--- src/rtl/avg_channel_scheduler.sv ---
`default_nettype none
// ============================================================================
// Module  : avg_channel_scheduler
// Purpose : one shared first-order lowpass datapath time-shared round-robin
//           across N_CH sample channels. Optional macro: AVG_ABS_EN (averages |x|).
// Revision: 1.0 - initial release
// ============================================================================
module avg_channel_scheduler #(
  parameter int N_CH       = 4,
  parameter int CHW        = 2,
  parameter int DK_DEFAULT = 5
) (
  input  logic                 clk,
  input  logic                 reset,
  input  logic [N_CH-1:0]      in_valid,
  input  logic [32*N_CH-1:0]   in_data,
  output logic [N_CH-1:0]      in_ready,
  input  logic                 cfg_we,
  input  logic                 cfg_clr,
  input  logic [CHW-1:0]       cfg_ch,
  input  logic [4:0]           cfg_dk,
  output logic                 out_valid,
  output logic [CHW-1:0]       out_ch,
  output logic [9:0]           out_data,
  output logic                 busy
);

  localparam logic [CHW:0] N_CH_W = (CHW+1)'(N_CH);

  logic [CHW-1:0]     rr_ptr;
  logic               s1_vld;
  logic [CHW-1:0]     s1_ch;
  logic [31:0]        s1_in;
  logic signed [31:0] acc [N_CH];
  logic [4:0]         dk  [N_CH];

  logic               grant_found;
  logic [CHW-1:0]     grant_ch;
  logic [31:0]        grant_data;
  logic [CHW:0]       scan;
  logic [CHW-1:0]     next_ptr;

  // Scan from rr_ptr upward, wrapping at N_CH; the first requester wins.
  always_comb begin
    in_ready    = '0;
    grant_found = 1'b0;
    grant_ch    = '0;
    grant_data  = '0;
    scan        = '0;
    for (int i = 0; i < N_CH; i++) begin
      scan = {1'b0, rr_ptr} + (CHW+1)'(i);
      if (scan >= N_CH_W) scan = scan - N_CH_W;
      if (!grant_found && in_valid[scan[CHW-1:0]]) begin
        grant_found = 1'b1;
        grant_ch    = scan[CHW-1:0];
      end
    end
    for (int i = 0; i < N_CH; i++) begin
      if (grant_found && grant_ch == CHW'(i)) begin
        in_ready[i] = 1'b1;
        grant_data  = in_data[32*i +: 32];
      end
    end
  end

  assign next_ptr = ({1'b0, grant_ch} + 1'b1 >= N_CH_W) ? '0 : grant_ch + 1'b1;

  logic signed [31:0] acc_cur;
  logic signed [31:0] x_val;
  logic signed [31:0] acc_new;
  logic [4:0]         k;

  always_comb begin
    acc_cur = acc[s1_ch];
    k       = dk[s1_ch];
`ifdef AVG_ABS_EN
    if (s1_in == 32'h8000_0000)
      x_val = 32'sh7FFF_FFFF;
    else if (s1_in[31])
      x_val = -$signed(s1_in);
    else
      x_val = $signed(s1_in);
`else
    x_val = $signed(s1_in);
`endif
    acc_new = acc_cur - (acc_cur >>> k) + (x_val >>> k);
  end

  // A clear on the channel being written overrides the update.
  always_ff @(posedge clk or posedge reset) begin
    if (reset) begin
      for (int i = 0; i < N_CH; i++) begin
        acc[i] <= '0;
        dk[i]  <= 5'(DK_DEFAULT);
      end
    end else begin
      for (int i = 0; i < N_CH; i++) begin
        if (cfg_clr && cfg_ch == CHW'(i))
          acc[i] <= '0;
        else if (s1_vld && s1_ch == CHW'(i))
          acc[i] <= acc_new;
        if (cfg_we && cfg_ch == CHW'(i))
          dk[i] <= cfg_dk;
      end
    end
  end

  always_ff @(posedge clk or posedge reset) begin
    if (reset) begin
      rr_ptr    <= '0;
      s1_vld    <= 1'b0;
      s1_ch     <= '0;
      s1_in     <= '0;
      out_valid <= 1'b0;
      out_ch    <= '0;
      out_data  <= '0;
    end else begin
      s1_vld <= grant_found;
      if (grant_found) begin
        rr_ptr <= next_ptr;
        s1_ch  <= grant_ch;
        s1_in  <= grant_data;
      end
      out_valid <= s1_vld;
      if (s1_vld) begin
        out_ch   <= s1_ch;
        out_data <= acc_new[30:21];
      end
    end
  end

  assign busy = (|in_valid) | s1_vld | out_valid;

endmodule
`default_nettype wire

--- config.mk ---
export PLATFORM = sky130hd
export DESIGN_NAME = avg_channel_scheduler
export DESIGN_NICKNAME = d
export VERILOG_FILES = /design/src/rtl/avg_channel_scheduler.sv
export SDC_FILE = /design/constraint.sdc
export NUM_CORES = 1
export LEC_CHECK = 0
export CORE_MARGIN = 2
export CORE_UTILIZATION = 60
export CTS_BUF_LIST = sky130_fd_sc_hd__clkbuf_4 sky130_fd_sc_hd__clkbuf_8
export CTS_CLUSTER_DIAMETER = 100
export DETAILED_ROUTE_END_ITERATION = 6
export PLACE_DENSITY = 0.81
export RECOVER_POWER = 100
export SKIP_LAST_GASP = 1
export SLEW_MARGIN = 15
export SYNTH_ARGS = -nofsm -noshare
export SYNTH_HDL_FRONTEND = slang
export SYNTH_SLANG_ARGS = --single-unit
--- constraint.sdc ---
create_clock -name clk -period 9.12 [get_ports clk]
set_clock_uncertainty 0.15 [all_clocks]
set_input_delay 1.368 -clock clk [delete_from_list [all_inputs] [get_ports clk]]
set_output_delay 1.368 -clock clk [all_outputs]
set_load 0.05 [all_outputs]
==> run_results.csv <==
group,metric,value,unit
logic_synthesis,synth.distinct_cells,84,
placement,port_buffers,160,
hold_path,hold_path_end,"acc[91]",
clocking,cts_hold_buf,0,
setup_path,regToRegSetupSlack,1.63,ns
timing,finalCriticalPeriod,7.61,ns
timing,slew_headroom,-2.31,
drt,vias_per_cell,6.78,
flow_run,maxCapViolCount,3,
clocking,htreeDepth,4,
floorplanning,ios,161,
floorplanning,fp.dieW,162,µm
outcome,violations,"capacitance limit, slew limit",
logic_synthesis,synth-edff-count,0,
clocking,root_buffer,"clkbuf_8",
clocking,insertion_delay,0.50,ns
placement,gp_congestion,0.988,
logic_synthesis,ys.flop_type,"dfrtp_1",
hold_path,hold_depth,2,
setup_path,r2r-start,"s1_ch[1]",
clocking,postCtsResizedCells,0,
logic_synthesis,ys_ff_latch,198,
setup_path,reg2reg_depth,17,
clocking,cts.clk_slew.worst_paths,0.13,ns
logic_synthesis,syn_inst,1625,
drt,finalWirelength,48.8,mm
outcome,outcome,"finished with violations",
layout,antenna_cells,0,
logic_synthesis,syn_nets,1835,
grt,overflow,0,
floorplanning,core_area,0.0245,mm²
timing,final-hold-violation-count,0,
drt,wl_per_cell,23.9,µm
layout,layout-drive-gt1-share,0.0985,
setup_path,crit_chain,"dlygate4sd3_1 > nor4_1 > clkbuf_1 > inv_1 > nand2_1 > inv_1 > clkdlybuf4s50_1",
floorplanning,start_util,0.614,
logic_synthesis,ys_seq_area_frac,0.330,
floorplanning,die_y,162,µm
timing,slew_viol_final,226,
timing,max_freq,131,MHz
timing,period_share,0.834,
clocking,cts_inserted_buffers,17,
setup_path,path_common_cell,"inv_1",
clocking,cts_max_path_buffers,2,
grt,track_usage,0.376,
clocking,cts_tree,"built",
setup_path,r2r-end,"acc[121]",
logic_synthesis,syn_area,0.0150,mm²
grt,grt_pass1_wl,76.2,mm
timing,setup_tns,0,ns
clocking,clock_sinks,198,
setup_path,worstSetupStartpointType,"input pin",
logic_synthesis,synthArstFlopShare,1.00,
logic_synthesis,synth_warnings,0,
setup_path,arrival,6.09,ns
setup_path,worstPathMaxFanout,46,
drt,postRouteAntennaNets,0,
drt,drc,0,
drt,drt-initial-drc-count,1486,
grt,grt_max_degree,119,
timing,setup_viol,0,
drt,vias,13826,
grt,first_global_vias,13576,
grt,antenna_found_initial,0,
timing,fin_hold_ws,0.347,ns
setup_path,path_class,"input pin to output pin",
hold_path,min-delay-start,"acc[91]",
layout,syn_to_final_growth,13.8,%
setup_path,worstPathRequired,7.60,ns
floorplanning,num_rows,57,
setup_path,slowest_stage,"inv_1",
logic_synthesis,syn_avg_cell_area,9.25,µm²
setup_path,end_kind,"output pin",
setup_path,critPathMaxStageDelay,0.91,ns
hold_path,hp-class,"flop to flop",
timing,rsz0062_at_grt,"false",
clocking,post-cts-setup-buffer-count,0,
layout,final_nets,1912,
drt,drt_pass1_iterations,7,
timing,worst_pin_slew,4.94,ns
floorplanning,dieArea,0.0263,mm²
placement,place_hpwl,36.0,mm
flip-flops by register name, summed over array words and instances, names as in the netlist, named ones only:
name and cells:
dk 20, s1_vld 1, acc 128, s1_in 32, s1_ch 2, out_ch 2, out_valid 1, rr_ptr 1
out_data 10
per-stage QoR:
step           instance area, µm²  cells  setup slack, ns  utilization
6_report                    17100   2039             1.51        0.699
5_1_grt                     17100   2039            0.944        0.699
4_1_cts                     17100   2038             2.24        0.700
3_5_place_dp                16700   2006             2.32        0.681
3_3_place_gp                16700   2006             2.36        0.681
2_1_floorplan               15000   1625             2.22            -
Yosys cell counts, types with 5 or more instances:
cell type	n	area (µm²)
nor2b_1	35	219
a21oi_1	155	776
nor2_1	112	420
mux2i_2	6	82.6
dfstp_2	8	210
o22ai_1	11	68.8
o221ai_1	8	70.1
buf_2	20	100
nand3_1	11	55.1
a22oi_1	19	143
nand4_1	10	62.6
fa_1	31	621
xnor2_1	12	105
a21o_1	12	90.1
inv_1	94	353
xor2_1	11	96.3
a221oi_1	40	350
mux2_2	42	473
and2_1	10	62.6
nand2_1	141	529
o21ai_1	22	110
ha_1	36	450
buf_6	6	67.6
a22o_1	92	806
o21a_1	12	90.1
a211oi_1	9	67.6
clkbuf_1	84	315
o21ai_0	104	521
dfrtp_1	190	4750
a31oi_1	5	31.3
nor3_1	41	205
mux2i_1	90	901
o211ai_1	13	97.6
mux4_2	36	811
buf_4	5	37.5
cells in the final DEF, fill, tap and decap left out, types with 7 or more instances in the layout:
cell type / Yosys / layout
dfrtp_1: 190 / 189
a21oi_1: 155 / 155
nand2_1: 141 / 141
clkdlybuf4s50_1: 0 / 141
nor2_1: 112 / 111
o21ai_0: 104 / 107
inv_1: 94 / 94
a22o_1: 92 / 92
mux2i_1: 90 / 89
mux2_2: 42 / 41
nor3_1: 41 / 40
a221oi_1: 40 / 40
ha_1: 36 / 35
mux4_2: 36 / 34
nor2b_1: 35 / 31
fa_1: 31 / 31
o21ai_1: 22 / 19
a22oi_1: 19 / 19
dlygate4sd3_1: 0 / 19
clkbuf_8: 0 / 17
xnor2_1: 12 / 14
o211ai_1: 13 / 13
buf_4: 5 / 13
o21a_1: 12 / 12
a21o_1: 12 / 12
nand3_1: 11 / 11
xor2_1: 11 / 11
o22ai_1: 11 / 11
nand4_1: 10 / 10
a211oi_1: 9 / 9
and2_1: 10 / 8
o221ai_1: 8 / 8
dfstp_2: 8 / 8
mux2i_2: 6 / 7
how the worst max path moves through the flow:
stage                     start          end  slack (ns)  depth (start not counted)
finish              in_valid[0]  in_ready[2]        1.51                          7
global route        in_valid[0]  in_ready[2]        0.94                          7
CTS                    s1_ch[0]     acc[121]        2.24                         17
detailed placement     s1_ch[0]      acc[89]        2.32                         17
global placement       s1_ch[0]  out_data[4]        2.36                         17
floorplan                 reset    async pin        2.22                          1
area by class of cell:
type	count	area [µm²]
multi-input cells	1213	9180
fillers	1934	7360
flip-flops and latches	198	4970
repair buffers	177	1730
well taps	324	405
inverters	95	358
clock buffers	17	234
clock inverters	15	233
logic make-up (layout without fill, tap and decap cells):
logic type | Yosys count | in the layout | share of synthesized area
buffers and inverters | 214 | 304 | 0.0612
and+or+nand+nor | 394 | 394 | 0.120
muxes | 183 | 183 | 0.162
adders and majority gates | 67 | 67 | 0.0713
xor gates and xnor gates | 25 | 25 | 0.0156
DFF | 198 | 198 | 0.330
AOI/OAI and AO/OA | 544 | 544 | 0.240
worst max-delay path: cells and delay by family:
family	cells	cell delay, ns
buffers and inverters	5	3.73
AND/OR/NAND/NOR	2	0.97
per-layer routing:
layer	GRT usage	share of wire	up-vias	routed length, µm
met3	0.0924	0.11	108	5170
met5	0	0	-	0
met2	0.588	0.46	726	22500
li1	-	-	6127	-
met1	0.517	0.40	6865	19700
met4	0.128	0.028	0	1370
Power is not shown: default switching activity piles up to over one toggle a cycle in this logic, so the estimate is an artifact.
